$ cat src/rtl/wave_channel_ctrl.sv
// wave_channel_ctrl: shadow/live configuration registers and sample strobe
// for the summing oscillator bank, with atomic sample-aligned commits.
module wave_channel_ctrl #(
    parameter int CHANNELS   = 32,
    parameter int SAMPLE_DIV = 256,
    parameter int DIV_W      = 16
) (
    input  logic                     clk,
    input  logic                     reset,
    input  logic                     wr_valid,
    output logic                     wr_ready,
    input  logic [6:0]               wr_addr,
    input  logic [15:0]              wr_data,
    input  logic                     commit_req,
    output logic                     commit_done,
    input  logic                     run,
    output logic [CHANNELS*16-1:0]   amps,
    output logic [CHANNELS*16-1:0]   offsets,
    output logic [CHANNELS*16-1:0]   phasewords,
    output logic                     activein,
    output logic                     busy
);

    typedef enum logic [1:0] {
        IDLE,
        PENDING,
        COMMIT
    } state_t;

    localparam logic [DIV_W-1:0] DIV_LAST = DIV_W'(SAMPLE_DIV - 1);

    state_t state_q, state_d;

    logic [DIV_W-1:0] div_q, div_d;
    logic             act_q;
    logic             done_q;
    logic             busy_q;
    logic             div_wrap;
    logic             copy;
    logic             wr_fire;

    logic [CHANNELS*16-1:0] amp_sh_q, off_sh_q, ph_sh_q;
    logic [CHANNELS*16-1:0] amp_q, off_q, ph_q;

    assign wr_ready = (state_q == IDLE);
    assign wr_fire  = wr_valid && wr_ready;
    assign div_wrap = run && (div_q == DIV_LAST);

    // Sample divider: free-runs while run is high, parks at zero otherwise.
    always_comb begin
        div_d = '0;
        if (run && !div_wrap) begin
            div_d = div_q + DIV_W'(1);
        end
    end

    // Commit sequencer; a pending copy lands on the strobe edge when running.
    always_comb begin
        state_d = state_q;
        copy    = 1'b0;
        unique case (state_q)
            IDLE: begin
                if (commit_req) begin
                    state_d = PENDING;
                end
            end
            PENDING: begin
                if (!run || div_wrap) begin
                    copy    = 1'b1;
                    state_d = COMMIT;
                end
            end
            COMMIT: begin
                state_d = IDLE;
            end
            default: begin
                state_d = IDLE;
            end
        endcase
    end

    // State, divider and registered status outputs.
    always_ff @(posedge clk or negedge reset) begin
        if (!reset) begin
            state_q <= IDLE;
            div_q   <= '0;
            act_q   <= 1'b0;
            done_q  <= 1'b0;
            busy_q  <= 1'b0;
        end else begin
            state_q <= state_d;
            div_q   <= div_d;
            act_q   <= div_wrap;
            done_q  <= (state_q == COMMIT);
            busy_q  <= (state_d == PENDING);
        end
    end

    // Host writes land in the shadow bank only; field 3 is dropped.
    always_ff @(posedge clk or negedge reset) begin
        if (!reset) begin
            amp_sh_q <= '0;
            off_sh_q <= '0;
            ph_sh_q  <= '0;
        end else begin
            for (int c = 0; c < CHANNELS; c++) begin
                if (wr_fire && (wr_addr[6:2] == 5'(c))) begin
                    case (wr_addr[1:0])
                        2'd0:    amp_sh_q[c*16 +: 16] <= wr_data;
                        2'd1:    off_sh_q[c*16 +: 16] <= wr_data;
                        2'd2:    ph_sh_q[c*16 +: 16]  <= wr_data;
                        default: ;
                    endcase
                end
            end
        end
    end

    // Live bank: whole-bank copy so the oscillators never see a mix.
    always_ff @(posedge clk or negedge reset) begin
        if (!reset) begin
            amp_q <= '0;
            off_q <= '0;
            ph_q  <= '0;
        end else if (copy) begin
            amp_q <= amp_sh_q;
            off_q <= off_sh_q;
            ph_q  <= ph_sh_q;
        end
    end

    assign amps        = amp_q;
    assign offsets     = off_q;
    assign phasewords  = ph_q;
    assign activein    = act_q;
    assign commit_done = done_q;
    assign busy        = busy_q;

endmodule
$ cat config.mk
export PLATFORM = sky130hd
export DESIGN_NAME = wave_channel_ctrl
export DESIGN_NICKNAME = d
export VERILOG_FILES = /design/src/rtl/wave_channel_ctrl.sv
export SDC_FILE = /design/constraint.sdc
export NUM_CORES = 2
export LEC_CHECK = 0
export ABC_AREA = 1
export ABC_CLOCK_PERIOD_IN_PS = 2420
export BUFFER_PORTS_ARGS = -buffer_cell sky130_fd_sc_hd__buf_2
export CORE_AREA = 4 4 613 615
export DETAILED_ROUTE_END_ITERATION = 16
export DIE_AREA = 0 0 617 619
export GPL_ROUTABILITY_DRIVEN = 0
export PLACE_DENSITY = 0.54
export SKIP_LAST_GASP = 1
export SLEW_MARGIN = 40
export SYNTH_ARGS = -nofsm -noshare
export SYNTH_HDL_FRONTEND = slang
export SYNTH_SLANG_ARGS = --single-unit
$ cat constraint.sdc
create_clock -name clk -period 2.42 [get_ports clk]
set_input_delay 0.605 -clock clk [delete_from_list [all_inputs] [get_ports clk]]
set_output_delay 0.605 -clock clk [all_outputs]
set_load 0.005 [all_outputs]
==> key figures <==
CTS
  • CTS tree: yes
  • Worst-skew pair later-pin latency: 0.94 ns
  • H-tree depth: 5
  • CTS sink cnt: 3,093
  • Worst-path clk slew: 0.06 ns
  • CTS Buf Count: 339
  • Root buffer cell: clkbuf_16
  • Clock buffer depth: 4

Global route
  • First-pass GRT wire length: 648,800 µm
  • Grt ovf: 0
  • Global-route usage over all layers: 0.2285
  • Pin count of the biggest net entering global routing: 147
  • Vias in the first global route: 89,530
  • Antenna violations before repair: 30

Routing
  • DRC viols: 0
  • Final wirelength: 452,500 µm
  • Starting DRT DRC Count: 9,499
  • Wire per inst: 24.06 µm
  • DR pass1 iterations: 5
  • Antenna viol nets, final: 0
  • DR vias: 92,560
  • Drt via density: 4.921

STA
  • Final-report hold violation count: 0
  • Final setup viols: 0
  • Max-Slew Margin vs Limit: 0.4132
  • Final worst path period share: 0.9646
  • Setup Skew: 0.08089 ns
  • Minimum clock period: 2.334 ns
  • Slew Limit Fails: 0
  • RSZ-0062 raised after global routing: yes
  • Fmax: 428.4 MHz
  • Worst slew pin tran: 0.8801 ns

Yosys
  • Post-synth cell types: 21
  • Post-synthesis net count: 12,070
  • Cells after Synth: 12,050
  • Post-Syn Area: 116,500 µm²
  • Synth Warn #: 0
  • Seq/Total Area, Yosys: 0.6643
  • #FFs+latches synth: 3,093
  • Synth Area per Inst: 9.673 µm²

Final layout
  • Fill count: 37,250
  • Fraction of layout cells with a size suffix above 1: 0.1983
  • Final nets: 13,610
  • Syn-to-layout area delta: 24.71%
  • Final Non-Filler Cells: 18,810

Die
  • Initial core utilization: 0.3142
  • Die width: 617 µm
  • Die area: 381,900 µm²
  • Die Height: 619 µm
  • Row Count: 224
  • Core area: 370,800 µm²
  • I/O pin count: 1,568

Worst setup path
  • Crit Path Category: reg -> out
  • R2R Path Start: div_q[0]
  • CP max FO: 2
  • Worst EP required: 1.81 ns
  • Flop2flop setup slack: 0.09 ns
  • Cells on worst reg2reg path: 10
  • CP Launch Type: flip-flop
  • Setup crit end: wr_ready
  • CP Launch Point: state_q[1]
  • R2r endpoint: offsets[328]
  • Kind of end point of the critical path: output pin
  • Worst EP arrival: 1.73 ns

Min path
  • HP Class: in -> reg

Status
  • Status: finished, final reports clean

Job
  • Max_cap viols: 0

Power
  • Peak supply drop: 0.5991 mV
  • Pleak: 78.07 nW
  • PwrDens: 913.2 nW/µm²
  • Tot Pwr: 132.7 mW

Placed design
  • HPWL Detailed: 307,700 µm
  • Dpl cells: 18,190
  • IO Port Bufs: 1,567
## sequential cells by signal (all words and copies together), names as in the netlist
| name | flops |
|---|---|
| amps | 512 |
| div_q | 16 |
| ph_sh_q | 512 |
| activein | 1 |
| busy | 1 |
| amp_sh_q | 512 |
| commit_done | 1 |
| state_q | 2 |
| offsets | 512 |
| off_sh_q | 512 |
| phasewords | 512 |
## cell usage after synthesis
library cell | number | share of area
inv_2 | 1 | 0.000032
nand2_2 | 5 | 0.00027
nor3_1 | 5 | 0.00021
buf_6 | 122 | 0.012
o21ai_1 | 38 | 0.0016
buf_4 | 106 | 0.0068
dfrtp_1 | 3093 | 0.66
nand3_2 | 1 | 0.000086
buf_2 | 160 | 0.0069
ha_1 | 1 | 0.00011
o21ai_0 | 1498 | 0.064
xor2_1 | 6 | 0.00045
nor2_4 | 1 | 0.000097
nor2_2 | 22 | 0.0012
nand2_1 | 4753 | 0.15
nand4_1 | 5 | 0.00027
buf_1 | 12 | 0.00039
clkbuf_1 | 571 | 0.018
inv_1 | 46 | 0.0015
nor2_1 | 55 | 0.0018
nand3_1 | 1544 | 0.066
## cells by family (layout without fill, tap and decap cells)
| kind of cell | after synthesis | in the layout | synth area share |
|---|---|---|---|
| and+or+nand+nor | 6391 | 6391 | 0.2233 |
| DFF | 3093 | 3093 | 0.6643 |
| AOI/OAI and AO/OA | 1536 | 1536 | 0.06598 |
| buffers and inverters | 1018 | 2798 | 0.04579 |
| xor gates and xnor gates | 6 | 6 | 0.0004510 |
| adders and majority gates | 1 | 1 | 0.0001074 |
| other | 0 | 11 | 0 |
## per-stage QoR
step	cell area, µm²	setup slack [ns]	hold WS (ns)	TNS (ns)	utilization
after floorplan	116500	0.6742	0.3094	0	-
after global placement	133900	-0.3049	0.4501	-79.92	0.3610
after detailed placement	133900	-0.3028	0.4474	-91.24	0.3610
after CTS	145000	-0.05721	0.02140	-0.4820	0.3910
after global routing	145300	-0.03281	0.05942	-0.08903	0.3918
final	145300	0.08570	0.09884	0	0.3919
## layout by cell type (no fill, tap or decap), types with 6 or more instances in the layout
cell / instances
buf_12: 305
buf_16: 10
buf_2: 1566
buf_4: 272
clkbuf_1: 72
clkbuf_16: 348
clkbuf_8: 86
clkinv_16: 12
clkinv_2: 46
clkinv_8: 7
dfrtp_1: 3093
diode_2: 11
inv_1: 28
inv_6: 23
nand2_1: 4748
nand2_2: 8
nand3_1: 1543
nor2_1: 44
nor2_2: 25
nor2_4: 9
o21ai_0: 1498
o21ai_1: 38
xor2_1: 6
## final cells by class
type	instances	area, µm²	area share
clock inverters	85	1008	0.006941
flip-flops and latches	3093	77400	0.5327
multi-input cells	7934	33890	0.2332
inverters	47	259.0	0.001782
diodes	11	27.53	0.0001894
repair buffers	2167	16500	0.1136
clock buffers	499	9998	0.06881
well taps	4972	6221	0.04281
## where the power goes
part	switching, mW	internal [mW]	leakage, nW	total (mW)
combinational	12.2	6.64	30.0	18.9
sequential	5.25	57.3	42.7	62.5
clock	22.0	29.3	5.42	51.3
total	39.5	93.2	78.1	133
## per-layer routing
| layer | track usage | wire [µm] |
|---|---|---|
| met4 | 0.1091 | 24950 |
| met2 | 0.3594 | 208100 |
| met1 | 0.3113 | 193000 |
| met5 | 0 | 21 |
| met3 | 0.03292 | 26350 |
## how the worst min path moves through the flow
stage | startpoint | end | slack [ns] | cells past startpoint
CTS | wr_data[12] | off_sh_q[332] | 0.02 | 3
global placement | offsets[259] | offsets[259] | 0.45 | 2
finish | wr_data[12] | off_sh_q[332] | 0.1 | 3
floorplan | reset | activein | 0.31 | 0
detailed placement | state_q[0] | commit_done | 0.45 | 1
global route | wr_data[12] | off_sh_q[348] | 0.06 | 3
## worst max-delay path, cell delays in order (launching register included)
cell and delay (ns):
dfrtp_1 0.41, inv_1 0.09, nand2_2 0.09, inv_4 0.10, buf_2 0.12
## what timing repair did
action	CTS	global route
pin swaps	0	3
gates cloned	0	6
hold endpoints to repair	420	0
endpoints found under the setup margin	135	1453
setup buffers	1	11
gates resized for setup	15	14
hold buffers	3	0
Power figures use the tool's default switching activity.
